`src/rtl/mem_stage_lsu.sv`:
```
// Memory-stage load/store unit and M->W pipeline register with a req/ready data bus.
// Optional bus timeout abort is enabled by defining LSU_TIMEOUT_EN.
module mem_stage_lsu #(
    parameter int TIMEOUT_CYCLES = 255
) (
    input  logic        clk,
    input  logic        rst_n,
    input  logic        MemReadM,
    input  logic        MemWriteM,
    input  logic        MemtoRegM,
    input  logic        RegWriteM,
    input  logic [4:0]  WriteRegM,
    input  logic [31:0] ALUOutM,
    input  logic [31:0] WriteDataM,
    input  logic [1:0]  MemSizeM,
    input  logic        MemSignedM,
    output logic        mem_req,
    output logic        mem_we,
    output logic [31:0] mem_addr,
    output logic [31:0] mem_wdata,
    output logic [3:0]  mem_be,
    input  logic        mem_ready,
    input  logic [31:0] mem_rdata,
    output logic        StallM,
    output logic        MemtoRegW,
    output logic        RegWriteW,
    output logic [4:0]  WriteRegW,
    output logic [31:0] ReadDataW,
    output logic [31:0] ALUOutW,
    output logic        misalign_err
);

    typedef enum logic {IDLE, BUSY} LsuState;

    LsuState     state, nextState;
    logic        memOp, misaligned;
    logic        startReq, finishReq, abortReq, bubble, errNext, timeoutHit;
    logic [3:0]  storeBe;
    logic [31:0] storeData, loadData;
    logic [1:0]  offQ, sizeQ;
    logic        signedQ;
    logic [7:0]  byteSel;
    logic [15:0] halfSel;

    assign memOp      = MemReadM | MemWriteM;
    assign misaligned = ((MemSizeM == 2'b01) && ALUOutM[0]) ||
                        (MemSizeM[1] && (ALUOutM[1:0] != 2'b00));

    // Lane placement for the bus; loads reuse the same enables to mark the lanes they read.
    always_comb begin
        storeBe   = 4'b1111;
        storeData = WriteDataM;
        case (MemSizeM)
            2'b00: begin
                storeBe   = 4'b0001 << ALUOutM[1:0];
                storeData = {4{WriteDataM[7:0]}};
            end
            2'b01: begin
                storeBe   = 4'b0011 << {ALUOutM[1], 1'b0};
                storeData = {2{WriteDataM[15:0]}};
            end
            default: ;
        endcase
    end

    always_comb begin
        byteSel  = mem_rdata[7:0];
        case (offQ)
            2'd1:    byteSel = mem_rdata[15:8];
            2'd2:    byteSel = mem_rdata[23:16];
            2'd3:    byteSel = mem_rdata[31:24];
            default: byteSel = mem_rdata[7:0];
        endcase
        halfSel  = offQ[1] ? mem_rdata[31:16] : mem_rdata[15:0];
        loadData = mem_rdata;
        case (sizeQ)
            2'b00:   loadData = signedQ ? {{24{byteSel[7]}}, byteSel} : {24'b0, byteSel};
            2'b01:   loadData = signedQ ? {{16{halfSel[15]}}, halfSel} : {16'b0, halfSel};
            default: loadData = mem_rdata;
        endcase
    end

`ifdef LSU_TIMEOUT_EN
    logic [7:0] waitCnt;

    always_ff @(posedge clk or negedge rst_n) begin
        if (!rst_n)
            waitCnt <= 8'd0;
        else if (startReq)
            waitCnt <= 8'd0;
        else if (state == BUSY && !mem_ready)
            waitCnt <= waitCnt + 8'd1;
    end

    assign timeoutHit = (state == BUSY) && !mem_ready &&
                        (waitCnt == 8'(TIMEOUT_CYCLES - 1));
`else
    assign timeoutHit = 1'b0;
`endif

    always_ff @(posedge clk or negedge rst_n) begin
        if (!rst_n)
            state <= IDLE;
        else
            state <= nextState;
    end

    // While BUSY the W stage keeps receiving bubbles so nothing writes back twice.
    always_comb begin
        nextState = state;
        StallM    = 1'b0;
        startReq  = 1'b0;
        finishReq = 1'b0;
        abortReq  = 1'b0;
        bubble    = 1'b0;
        errNext   = 1'b0;
        case (state)
            IDLE: begin
                if (memOp && misaligned) begin
                    bubble  = 1'b1;
                    errNext = 1'b1;
                end else if (memOp) begin
                    StallM    = 1'b1;
                    startReq  = 1'b1;
                    bubble    = 1'b1;
                    nextState = BUSY;
                end
            end
            BUSY: begin
                if (mem_ready) begin
                    finishReq = 1'b1;
                    nextState = IDLE;
                end else if (timeoutHit) begin
                    abortReq  = 1'b1;
                    bubble    = 1'b1;
                    errNext   = 1'b1;
                    nextState = IDLE;
                end else begin
                    StallM = 1'b1;
                    bubble = 1'b1;
                end
            end
            default: nextState = IDLE;
        endcase
    end

    always_ff @(posedge clk or negedge rst_n) begin
        if (!rst_n) begin
            mem_req      <= 1'b0;
            mem_we       <= 1'b0;
            mem_addr     <= 32'd0;
            mem_wdata    <= 32'd0;
            mem_be       <= 4'd0;
            offQ         <= 2'd0;
            sizeQ        <= 2'd0;
            signedQ      <= 1'b0;
            misalign_err <= 1'b0;
            MemtoRegW    <= 1'b0;
            RegWriteW    <= 1'b0;
            WriteRegW    <= 5'd0;
            ReadDataW    <= 32'd0;
            ALUOutW      <= 32'd0;
        end else begin
            misalign_err <= errNext;
            if (startReq) begin
                mem_req   <= 1'b1;
                mem_we    <= MemWriteM;
                mem_addr  <= {ALUOutM[31:2], 2'b00};
                mem_wdata <= storeData;
                mem_be    <= storeBe;
                offQ      <= ALUOutM[1:0];
                sizeQ     <= MemSizeM;
                signedQ   <= MemSignedM;
            end else if (finishReq || abortReq) begin
                mem_req <= 1'b0;
                mem_we  <= 1'b0;
            end
            WriteRegW <= WriteRegM;
            ALUOutW   <= ALUOutM;
            if (bubble) begin
                RegWriteW <= 1'b0;
                MemtoRegW <= 1'b0;
                ReadDataW <= 32'd0;
            end else begin
                RegWriteW <= RegWriteM;
                MemtoRegW <= MemtoRegM;
                ReadDataW <= (finishReq && !mem_we) ? loadData : 32'd0;
            end
        end
    end

endmodule
```
`config.mk`:
```
export PLATFORM = sky130hd
export DESIGN_NAME = mem_stage_lsu
export DESIGN_NICKNAME = d
export VERILOG_FILES = /design/src/rtl/mem_stage_lsu.sv
export SDC_FILE = /design/constraint.sdc
export NUM_CORES = 1
export LEC_CHECK = 0
export BUFFER_PORTS_ARGS = -buffer_cell sky130_fd_sc_hd__buf_2
export CORE_UTILIZATION = 48
export DETAILED_ROUTE_END_ITERATION = 8
export PLACE_DENSITY = 0.8
export SKIP_LAST_GASP = 1
export SYNTH_ARGS = -nofsm -noshare
export SYNTH_HDL_FRONTEND = slang
export SYNTH_SLANG_ARGS = --single-unit
```
`constraint.sdc`:
```
create_clock -name clk -period 2.1 [get_ports clk]
set_input_delay 0.105 -clock clk [delete_from_list [all_inputs] [get_ports clk]]
set_output_delay 0.105 -clock clk [all_outputs]
set_load 0.01 [all_outputs]
```
### After elaboration in Yosys (flattened, before gate mapping)

Cells that the tools add are included.

* register bits after elaboration: 146
* word-level logic and storage cells: 59
* input port bits: 111
* output and inout port bits: 143

* equal/unequal tests: 5
* reduce and logical (&&, ||, !) cells: 10
* bitwise operators: 2
* muxes and demuxes: 25
* shift operators: 2

Operators with widths (count)
* 2-to-1 mux 32 bit: 4
* one-hot mux 32 bit (2 select lines): 2
* one-hot mux 8 bit (3 select lines): 1
* 2-to-1 mux 16 bit: 1
* 2-to-1 mux 1 bit: 13
* one-hot mux 4 bit (2 select lines): 1
* equality test 2 x 1 -> 1 bit, second input constant: 3
* one-hot mux 1 bit (2 select lines): 3
* equality test 2 bit, second input constant: 2
* logical AND 1 bit: 4
* logical NOT 2 bit: 2
* nonzero test 2 bit: 2
* left shift 1 x 2 -> 4 bit, first input constant: 1
* left shift 2 x 2 -> 4 bit, first input constant: 1
* logical NOT 1 bit: 1
* logical OR 1 bit: 1
* inverter 1 bit: 1
* bitwise OR 1 bit: 1

### Depth between registers and ports, before layout

Gate-level depths: netlist (run 1).

* depth after elaboration: 7
* mapped depth: 7
* mapped depth without buffers: 4

### Worst setup path before layout (run 1)

Ideal clock, no wire load.

* kind: register -> register
* start point: register offQ[1]
* end point: register ReadDataW[10]
* data arrival time: 1.481 ns
* buffers on the path: 2
* data required time: 1.964 ns
* period minus slack after synthesis: 1.617 ns
* setup time: 0.136 ns
* stages on the path, launching flop included: 7
* path slack: 0.483 ns
* path through: dfrtp_1 > buf_6 > mux4_2 > and3b_1 > buf_6 > a211oi_2 > nor3_1

* word-level cells in the longest chain between the ends: 6
* elaborated cells between the ends (all ways): 10
* those cells by class: 3 x eq/ne; 7 x mux

Ends and longest elaborated chain
* from (decl): line 40 `logic [1:0] offQ, sizeQ;`
* from (signal assigned): line 171 `offQ <= ALUOutM[1:0];`
* equality test 2 bit / equality test 2 x 1 -> 1 bit (equally long branches): line 68 `case (offQ)`
* one-hot mux 8 bit (3 select lines): line 68
* 2-to-1 mux 32 bit: line 77 `2'b00: loadData = signedQ ? {{24{byteSel[7]}}, byteSel} : {24'b0, byteSel};`
* one-hot mux 32 bit (2 select lines) (*): line 76 `case (sizeQ)`
* 2-to-1 mux 32 bit (*): line 187 `ReadDataW <= (finishReq && !mem_we) ? loadData : 32'd0;`
* 2-to-1 mux 32 bit (*): line 180 `if (bubble) begin`
* to (signal assigned): line 187
* to (decl): line 28 `output logic [31:0] ReadDataW,`

Mark *: on every way between the ends. The rest lies on a longest branch, timed or not.
A chain may end at the register's enable or synchronous reset.

### Worst setup path in the final report (run 1)

* start point: input ALUOutM[0]
* end point: output StallM

* word-level cells in the longest chain between the ends: 6
* elaborated cells between the ends (all ways): 7
* those cells by class: 2 x mux; 5 x reduce/logical

Ends and longest elaborated chain
* from (decl): line 13 `input logic [31:0] ALUOutM,`
* nonzero test 2 bit: line 47 `(MemSizeM[1] && (ALUOutM[1:0] != 2'b00));`
* logical AND 1 bit: line 47
* logical OR 1 bit (*): line 46 `assign misaligned = ((MemSizeM == 2'b01) && ALUOutM[0]) ||`
* logical AND 1 bit (*): line 119 `if (memOp && misaligned) begin`
* 2-to-1 mux 1 bit (*): line 119
* one-hot mux 1 bit (2 select lines) (*): line 117 `case (state)`
* to (decl): line 24 `output logic StallM,`

Marked as above.

==> summary.txt, run 1 <==
Synth
  – Synth area leaders: dfrtp_1 (62%), mux2_2 (10%), mux2i_1 (5.1%)
  – Xor/xnor share of the synthesized area: 0.1476%
  – Adder-Cell Fraction of Synth Area: 0%
  – Yosys top cell area share: 61.59%
  – Synth Area in Compound Gates: 7.551%
  – Syn Inst Count: 462
  – Yosys warnings: 0
  – Yosys top cell by area: dfrtp_1
  – Main combinational cell family by area after synthesis: multiplexers
  – #FFs+latches synth: 146
  – Synthesized-area fraction occupied by and/or/nand/nor cells: 9.871%
  – Post-Syn Area: 5932 µm²
  – Sequential area share after synthesis: 61.59%
  – Synth cell types: 39
  – Syn Area/Cell: 12.84 µm²
  – Multiplexer share of the synthesized area: 17.59%

Timing
  – Setup TNS Final: 0 ns
  – Slew Limit Fails: 0
  – Final setup viols: 0
  – Final hold viol count: 0
  – Unrepaired setup endpoints after global routing: false
  – Slew HR: 55.07%
  – Highest Clock Rate: 0.5008 GHz
  – PnR worst setup slack: 0.1032 ns
  – Worst Tran Pin Value: 0.6739 ns
  – Clk_skew: 0.008311 ns
  – Tcrit/Tclk final: 95.09%
  – Clock period minus final worst setup slack: 1.997 ns

Layout
  – N_diodes: 0
  – Nets@finish: 918
  – Finished Core Util: 74.14%
  – Area Overhead vs Synth: 50.12%
  – Commonest non-fill, non-tap cell in the layout: buf_2
  – Layout cell share with drive strength beyond 1: 45.49%
  – Cell area after layout: 8905 µm²
  – Commonest cells after routing, fill and taps aside: buf_2 (250), dfrtp_1 (146), dlygate4sd3_1 (91)

Worst setup path
  – Max stage delay cell, worst path: dlygate4sd3_1
  – Crit path max fanout: 24
  – CP dominant cell by count: buf_2
  – Crit-path cells: dlygate4sd3_1 -> buf_2 -> a21oi_1 -> o21bai_4 -> buf_12 -> o21ai_0 -> buf_2
  – Crit start category: input port
  – Nature of the critical path endpoint: output pin
  – Critical path arrival: 1.89 ns
  – Crit Path Class: input port to output pin
  – Required time worst endpoint: 2.00 ns
  – Slowest stage delay, CP: 0.53 ns

Outcome
  – Status: completed

Routing
  – Detailed-route via count: 5146
  – Wirelength, routed: 17.89 mm
  – DR iter-0 viols: 373
  – Per-cell routed wire length: 18.50 µm
  – Antenna-violating nets left: 0
  – Residual DRC count: 0
  – Vias per inst: 5.322
  – 1st-pass router iterations: 5

Floorplan
  – Die ar.: 12810 µm²
  – Starting Density: 49.39%
  – Die width: 113.2 µm
  – Die height: 113.2 µm
  – IO Pins: 254
  – Core area: 12010 µm²
  – Number of cell rows: 40

Pwr
  – Leakage power: 4.488 nW
  – PD cells: 1025 nW/µm²
  – Tot Pwr: 9.124 mW
  – Max VDD drop: 0.0008046 V

GRT
  – Vias in the first global route: 5402
  – First-pass GRT wire length: 27.70 mm
  – Total gr overflow: 0
  – Initial antenna violation count: 0
  – All-Layer GR Usage: 28.62%
  – Largest net degree at the start of global routing: 58

Clock tree
  – CTS H-tree depth: 4
  – Reg clk slew, reported paths: 0.06 ns
  – CTS tree: built
  – CTS Buffer Depth: 2
  – Clock Latency Late Sink: 0.41 ns
  – Cts bufs inserted: 17
  – Post-CTS Setup Bufs: 0
  – Clock root cell: clkbuf_16
  – Clk sinks: 146

Worst hold path
  – HP Class: input port to register

Place
  – Setup WS pre-CTS: 0.3150 ns
  – Placed Area: 7351 µm²
  – HPWL Detailed: 10.74 mm
  – Final GP Congestion: 0.8562
  – I/O Buffers: 251

Flow run
  – Max Cap Viol: 0
[logic make-up (layout without fill, tap and decap cells)]
logic type,after synthesis,count (layout)
flip-flops,146,146
AND/OR/NAND/NOR,124,124
multiplexers,90,90
AO/OA/AOI/OAI,65,65
buffers and inverters,35,392
other,1,2
XOR/XNOR,1,1
[power breakdown]
group	switching (mW)	internal, mW
registers	0.292	3.34
clock network	1.22	1.76
logic	1.30	1.22
[worst paths after layout]
| path | start | endpoint | slack (ns) | depth (start not counted) |
|---|---|---|---|---|
| max | ALUOutM[0] | StallM | 0.10 | 7 |
| min reg2reg | mem_wdata[8] | mem_wdata[8] | 0.47 | 2 |
| max in group asynchronous | rst_n | ALUOutW[7] | 1.21 | 3 |
| min | MemReadM | MemtoRegW | 0.01 | 3 |
| max reg2reg | offQ[1] | ReadDataW[30] | 0.30 | 5 |
| min in group asynchronous | rst_n | ALUOutW[23] | 0.23 | 2 |
[cells in the mapped netlist, drive strengths merged]
library cell and n:
nor2 18, nor3b 4, a21oi 11, a2111oi 5, nand2 64, a211oi 7
nor2b 16, o31a 1, a21o 2, dfrtp 146, nand4b 1, xor2 1
clkbuf 11, nand3 1, nor3 13, mux2 54, conb 1, o31ai 1
nor4b 1, o21bai 2, o22ai 5, and3b 1, o21ai 29, nand2b 2
o311ai 1, inv 2, or2 1, a32oi 1, nand3b 2, buf 22
mux2i 30, mux4 6
[per-layer routing]
| layer | track usage, % | routed length [µm] | vias to the layer above |
|---|---|---|---|
| met5 | 0 | 0 | - |
| met1 | 31.26 | 6519 | 2526 |
| met4 | 12.98 | 455 | 0 |
| met2 | 50.31 | 9320 | 291 |
| li1 | - | - | 2292 |
| met3 | 9.748 | 1591 | 37 |
[critical path: cells and delay by family]
kind            cells  cell delay [ns]
buf+inv             4             1.11
compound gates      3             0.65
[area by class of cell]
| class | instances | area (µm²) |
|---|---|---|
| clock inverter | 15 | 160.2 |
| inverter | 2 | 7.507 |
| clock buffer | 17 | 425.4 |
| multi-input combinational | 282 | 2101 |
| fill | 786 | 3107 |
| timing repair buffer | 358 | 2374 |
| sequential | 146 | 3654 |
| tap | 147 | 183.9 |
[registers in the layout, summed over array words and instances, names as in the netlist]
register and cells:
mem_req 1, mem_we 1, ReadDataW 32, mem_be 4
misalign_err 1, RegWriteW 1, state 1, sizeQ 2
ALUOutW 32, mem_addr 30, mem_wdata 32, WriteRegW 5
offQ 2, MemtoRegW 1, signedQ 1
[stage by stage]
step,std cells,hold WS [ns]
4_1_cts,966,0.001501
3_3_place_gp,842,0.09643
3_5_place_dp,842,0.1081
2_1_floorplan,463,-0.1906
6_report,967,0.009603
5_1_grt,967,0.02546
[repair_timing]
action                                  4_1_cts  5_1_grt
hold endpoints to repair                    174        0
hold buffers                                 91        0
pin swaps                                     0        0
resized for setup                             0        0
endpoints found under the setup margin        1        1
gates cloned                                  1        1
Note: power is estimated with default switching activity, not from simulation.
==> run 2, diff against run 1 <==
Clock period 2.1 ns to 2.24 ns, I/O delays scaled along.
==> run 2 against run 1 <==
Net effect: register-to-register slack is essentially flat; clock skew fell by 0.0022 ns; first-iteration DRC count rose by 35%; largest cell class unchanged; critical path depth unchanged; worst setup slack improved by 0.068 ns; count of clock-buffer cells in the layout grew 6.
==> summary.txt, run 2 (synthesis gave the netlist of run 1 again) <==
Floorplan
  – Die height: 113.2 µm (unchanged)
  – Die width: 113.2 µm (unchanged)
  – Die ar.: 12810 µm² (unchanged)
  – IO Pins: 254 (unchanged)
  – Core area: 12010 µm² (unchanged)
  – Number of cell rows: 40 (unchanged)
  – Starting Density: 49.39% (unchanged)

Flow run
  – Max Cap Viol: 0 (unchanged)

Timing
  – Setup TNS Final: 0 ns (unchanged)
  – Highest Clock Rate: 0.4834 GHz
  – Unrepaired setup endpoints after global routing: false
  – Clk_skew: 0.006109 ns (-0.002202 ns)
  – Tcrit/Tclk final: 92.36%
  – Slew HR: 53.91% (-1.2 points)
  – Slew Limit Fails: 0 (unchanged)
  – Final hold viol count: 0 (unchanged)
  – Worst Tran Pin Value: 0.6913 ns (+0.01743 ns)
  – Clock period minus final worst setup slack: 2.069 ns
  – Final setup viols: 0 (unchanged)

Pwr
  – Tot Pwr: 8.302 mW (-9.0%)
  – Max VDD drop: 0.0006048 V (-25%)
  – Leakage power: 4.409 nW (-1.8%)
  – PD cells: 951.5 nW/µm² (-7.1%)

Routing
  – 1st-pass router iterations: 4 (-1)
  – DR iter-0 viols: 505 (+35%)
  – Per-cell routed wire length: 18.55 µm (+0.29%)
  – Wirelength, routed: 17.72 mm (-0.96%)
  – Residual DRC count: 0 (unchanged)
  – Detailed-route via count: 5071 (-1.5%)
  – Vias per inst: 5.310 (-0.22%)
  – Antenna-violating nets left: 0 (unchanged)

Worst setup path
  – Crit-path cells: dlygate4sd3_1 -> buf_2 -> o21bai_4 -> o21bai_4 -> buf_12 -> o21ai_0 -> buf_2
  – Crit start category: input port
  – Required time worst endpoint: 2.13 ns (+0.13 ns)
  – Crit path depth: 7 (unchanged)
  – Reg2reg path depth: 4 (-1)
  – Crit path max fanout: 77 (+220%)
  – Max stage delay cell, worst path: dlygate4sd3_1
  – CP Buf/Inv Count: 4 (unchanged)
  – Slowest stage delay, CP: 0.55 ns (+0.02 ns)
  – CP delay by family, top: buffers and inverters
  – Crit Path Class: input port to output pin
  – Nature of the critical path endpoint: output pin
  – Critical path arrival: 1.96 ns (+0.07 ns)

GRT
  – M2 GR Usage: 51.62% (+1.3 points)
  – Largest net degree at the start of global routing: 78 (+34%)
  – GRT met3 Usage: 7.874% (-1.9 points)
  – GR peak layer: met2
  – Initial antenna violation count: 0 (unchanged)
  – Total gr overflow: 0 (unchanged)
  – Met1 Use GR: 31.92% (+0.67 points)
  – First-pass GRT wire length: 27.88 mm (+0.65%)
  – All-Layer GR Usage: 28.78% (+0.16 points)
  – Vias in the first global route: 5372 (-0.56%)

Clock tree
  – Clk sinks: 146 (unchanged)
  – Clock root cell: clkbuf_16
  – Cts bufs inserted: 17 (unchanged)
  – CTS Buffer Depth: 2 (unchanged)
  – CTS tree: built
  – Clock Latency Late Sink: 0.42 ns (about the same)
  – Reg clk slew, reported paths: 0.05 ns (about the same)
  – CTS H-tree depth: 4 (unchanged)

Place
  – HPWL Detailed: 10.89 mm (+1.4%)
  – I/O Buffers: 251 (unchanged)
  – Final GP Congestion: 0.8763 (+2.3%)

Layout
  – Commonest non-fill, non-tap cell in the layout: buf_2
  – Area Overhead vs Synth: 47.08%
  – Layout cell share with drive strength beyond 1: 45.05% (-0.44 points)
  – N_diodes: 0 (unchanged)
  – Nets@finish: 909 (-0.98%)
  – Largest registers: ALUOutW (32), ReadDataW (32), mem_wdata (32)
  – Commonest cells after routing, fill and taps aside: buf_2 (250), dfrtp_1 (146), dlygate4sd3_1 (85)

Worst hold path
  – Hold path depth: 3 (unchanged)
  – HP Class: input port to register

Outcome
  – Status: completed
## run 2: worst register-to-register path: cells and delay by family (launching register included)
family | cells | cell delay [ns]
AOI/OAI and AO/OA | 1 | 0.65
DFF | 1 | 0.64
muxes | 1 | 0.29
and+or+nand+nor | 2 | 0.22
## run 2: path summary, 6_finish.rpt
| check | from | endpoint | slack, ns |
|---|---|---|---|
| worst max-delay path | MemWriteM | StallM | 0.17 |
| worst min-delay path | WriteDataM[15] | mem_wdata[15] | 0.02 |
| worst max register to register | offQ[0] | ReadDataW[25] | 0.29 |
| worst min register to register | mem_wdata[15] | mem_wdata[15] | 0.47 |
| max in group asynchronous | rst_n | mem_be[2] | 1.24 |
| min in group asynchronous | rst_n | mem_addr[29] | 0.25 |
## run 2: layer usage
layer  vias up  share of wire (%)
met5         -                  0
met4         0                3.0
met3        48                8.1
met2       274                 53
met1      2481                 36
li1       2268                  -
## run 2: power by group
part / switching [mW] / internal, mW
clock: 1.01 / 1.59
combinational: 1.17 / 1.10
sequential: 0.304 / 3.13
total: 2.49 / 5.81
## run 2: metrics by stage
step | cells | setup slack [ns] | hold slack [ns] | instance area (µm²) | util [%]
2_1_floorplan | 463 | 0.6226 | -0.1836 | 5936 | -
3_3_place_gp | 841 | 0.4044 | 0.1489 | 7331 | 61.03
3_5_place_dp | 841 | 0.2932 | 0.1589 | 7331 | 61.03
4_1_cts | 955 | 0.08257 | 0.0005910 | 8717 | 72.57
5_1_grt | 955 | 0.05270 | 0.02048 | 8725 | 72.64
6_report | 955 | 0.1711 | 0.02206 | 8725 | 72.64
## run 2: what timing repair did
action	4_1_cts	5_1_grt
hold buffers	85	0
hold endpoints to repair	178	0
setup endpoints to repair	0	1
gates resized for setup	0	1
buffers inserted	0	0
## run 2: cell type report
| class | count | area [µm²] |
|---|---|---|
| clock buffer | 23 | 478.0 |
| clock inverter | 6 | 57.56 |
| fill | 760 | 3287 |
| inverter | 2 | 7.507 |
| multi-input combinational | 282 | 2108 |
| sequential | 146 | 3654 |
| tap | 147 | 183.9 |
| timing repair buffer | 349 | 2236 |
==> run 3, diff against run 2 <==
Settings changed: ABC_AREA from default to 1, CORE_ASPECT_RATIO from default to 0.6, PLACE_DENSITY 0.8 to 0.81.
==> run 3 against run 2 <==
Net effect: via count up 14%; fmax down 2.2%; hold slack worse by 0.0027 ns; highest routed layer unchanged; synthesized cell count up 38%; critical path depth up 1; area after synthesis down 0.40%; largest cell class unchanged; worst setup slack worse by 0.047 ns; clock power about the same.
==> summary.txt, run 3 <==
Timing
  – Clock period minus final worst setup slack: 2.116 ns (+0.04737 ns)
  – Slew HR: 55.66% (+1.8 points)
  – Highest Clock Rate: 0.4725 GHz (-2.2%)
  – Worst Tran Pin Value: 0.6650 ns (-0.02631 ns)
  – Setup TNS Final: 0 ns (unchanged)
  – Final hold viol count: 0 (unchanged)
  – Tcrit/Tclk final: 94.47% (+2.1 points)
  – Clk_skew: 0.009960 ns (+0.003851 ns)
  – Unrepaired setup endpoints after global routing: false
  – Slew Limit Fails: 0 (unchanged)
  – Final setup viols: 0 (unchanged)

GRT
  – GRT met3 Usage: 8.438% (+0.56 points)
  – First-pass GRT wire length: 30.09 mm (+7.9%)
  – Met1 Use GR: 40.85% (+8.9 points)
  – All-Layer GR Usage: 30.86% (+2.1 points)
  – M2 GR Usage: 50.48% (-1.1 points)
  – Initial antenna violation count: 0 (unchanged)
  – GR peak layer: met2
  – Vias in the first global route: 5788 (+7.7%)
  – Total gr overflow: 0 (unchanged)
  – Largest net degree at the start of global routing: 88 (+13%)

Place
  – Final GP Congestion: 0.8976 (+2.4%)
  – HPWL Detailed: 12.33 mm (+13%)
  – Placed Area: 7306 µm² (-0.34%)
  – I/O Buffers: 251 (unchanged)

Worst setup path
  – Crit Path Class: input port to output pin
  – Slowest stage delay, CP: 0.54 ns (about the same)
  – CP delay by family, top: buffers and inverters
  – Crit start category: input port
  – Crit path max fanout: 87 (+13%)
  – CP Buf/Inv Count: 4 (unchanged)
  – Nature of the critical path endpoint: output pin
  – Required time worst endpoint: 2.13 ns (about the same)
  – Max stage delay cell, worst path: dlygate4sd3_1
  – Crit-path cells: dlygate4sd3_1 -> buf_2 -> nor2_1 -> nor2_1 -> nand2_2 -> buf_12 -> o21ai_0 -> buf_2
  – Critical path arrival: 2.00 ns (+0.04 ns)

Synth
  – Yosys top cell by area: dfrtp_1
  – Syn Inst Count: 639 (+38%)
  – Synth top cells by count: nand2_1 (249), dfrtp_1 (146), o21ai_0 (42), nor2_1 (35), a21oi_1 (29)
  – Top FF cell, synth: dfrtp_1
  – Yosys top cell area share: 61.84% (+0.25 points)
  – Sequential area share after synthesis: 61.84% (+0.25 points)
  – Ys async rst share: 100.0% (unchanged)
  – Syn Area/Cell: 9.246 µm² (-28%)
  – Synth area leaders: dfrtp_1 (62%), nand2_1 (16%), o21ai_0 (3.6%)
  – Post-synth EDFFs: 0 (unchanged)
  – Post-Syn Area: 5908 µm² (-0.40%)
  – Yosys warnings: 0 (unchanged)
  – #FFs+latches synth: 146 (unchanged)
  – Synth cell types: 31 (-21%)
  – Most frequent cell after synthesis: nand2_1

Floorplan
  – Die ar.: 12770 µm² (-0.28%)
  – Core area: 11640 µm² (-3.1%)
  – Die width: 145.2 µm (+28%)
  – Number of cell rows: 30 (-25%)
  – Die height: 87.94 µm (-22%)
  – IO Pins: 254 (unchanged)
  – Starting Density: 50.77% (+1.4 points)

Pwr
  – Leakage power: 4.783 nW (+8.5%)
  – Sw Pwr: 2.884 mW (+16%)
  – Internal power: 5.464 mW (-6.0%)
  – Max VDD drop: 0.0005643 V (-6.7%)
  – Switching Fraction: 34.55% (+4.6 points)
  – PD cells: 967.7 nW/µm² (+1.7%)
  – Combinational power share: 27.8% (+0.5 points)
  – Sequential Power Share: 40.7% (-0.7 points)
  – Clock Power Share: 31.5% (+0.2 points)
  – Tot Pwr: 8.348 mW (+0.56%)

Layout
  – Cell area after layout: 8627 µm² (-1.1%)
  – Commonest cells after routing, fill and taps aside: buf_2 (250), nand2_1 (249), dfrtp_1 (146)
  – Nets@finish: 1076 (+18%)
  – Commonest non-fill, non-tap cell in the layout: buf_2
  – Register Area: 3654 µm² (unchanged)
  – Multi-input gate area: 1942 µm² (-7.9%)
  – Layout cell share with drive strength beyond 1: 32.41% (-13 points)
  – Largest registers: ALUOutW (32), ReadDataW (32), mem_wdata (32)
  – Filler cells: 810 (+6.6%)
  – Finished Core Util: 74.14% (+1.5 points)
  – Area Overhead vs Synth: 46.02%

Routing
  – 1st-pass router iterations: 5 (+1)
  – Antenna-violating nets left: 0 (unchanged)
  – Vias per inst: 5.093 (-4.1%)
  – DR iter-0 viols: 414 (-18%)
  – Per-cell routed wire length: 16.80 µm (-9.5%)
  – Residual DRC count: 0 (unchanged)
  – Wirelength, routed: 19.13 mm (+8.0%)
  – Detailed-route via count: 5801 (+14%)

Clock tree
  – Post-CTS Setup Bufs: 0 (unchanged)
  – Post-CTS Resized: 0 (unchanged)
  – Clk sinks: 146 (unchanged)
  – Cts bufs inserted: 17 (unchanged)
  – Hold-fix buffers at CTS: 76 (-11%)
  – CTS tree: built
  – CTS H-tree depth: 4 (unchanged)
  – Reg clk slew, reported paths: 0.06 ns (about the same)
  – Clock root cell: clkbuf_16
  – Clock Latency Late Sink: 0.41 ns (about the same)
  – CTS Buffer Depth: 2 (unchanged)

Outcome
  – Status: completed

Worst hold path
  – HP Class: input port to register

Flow run
  – Max Cap Viol: 0 (unchanged)
-- run 3: cells by family after synthesis --
| group | share of synthesized area [%] |
|---|---|
| compound gates | 8.492 |
| buf+inv | 5.358 |
| flops | 61.84 |
| other cells | 0.06347 |
| simple gates | 24.25 |
-- run 3: final timing paths --
| kind | end | cells after the start | slack (ns) | startpoint |
|---|---|---|---|---|
| max | StallM | 8 | 0.12 | MemWriteM |
| min | ReadDataW[29] | 3 | 0.02 | mem_rdata[29] |
| max reg2reg | ReadDataW[17] | 7 | 0.40 | offQ[1] |
| min in group asynchronous | ReadDataW[17] | 2 | 0.31 | rst_n |
| min reg2reg | mem_addr[22] | 2 | 0.47 | mem_addr[22] |
| max in group asynchronous | ALUOutW[26] | 3 | 1.23 | rst_n |
-- run 3: worst min-delay path, stage by stage --
cell	delay, ns
buf_2	0.11
nor2_1	0.07
nor2_4	0.10
-- run 3: layer usage --
metal | wire length, µm | part of all wire [%] | vias up
met5 | 0 | 0 | -
met4 | 321 | 1.7 | 0
met3 | 1590 | 8.3 | 37
met2 | 9046 | 47 | 319
met1 | 8171 | 43 | 2766
li1 | - | - | 2679
-- run 3: final cells by class --
type                            count  share of cell area [%]
Antenna cell                        1                 0.02901
Clock inverter                     13                   1.218
Multi-Input combinational cell    430                   22.51
Clock buffer                       19                   5.134
Inverter                           32                   1.421
Timing Repair Buffer              338                   25.02
Sequential cell                   146                   42.35
Tap cell                          160                   2.321
-- run 3: per-stage QoR --
stage / setup WS, ns / instances / hold slack [ns]
2_1_floorplan: 0.8326 / 640 / -0.1836
3_3_place_gp: 0.4937 / 1029 / 0.1656
3_5_place_dp: 0.4528 / 1029 / 0.1658
4_1_cts: 0.1338 / 1137 / 0.001433
5_1_grt: 0.04995 / 1138 / 0.01120
6_report: 0.1238 / 1139 / 0.01932
-- run 3: power groups by stage --
stage,clock (mW),sequential [mW],combinational (mW)
global placement,0,3.41,2.15
CTS,2.65,3.38,2.28
global route,2.78,3.44,2.55
floorplan,0,3.61,1.02
detailed placement,0,3.41,2.18
finish,2.63,3.40,2.32
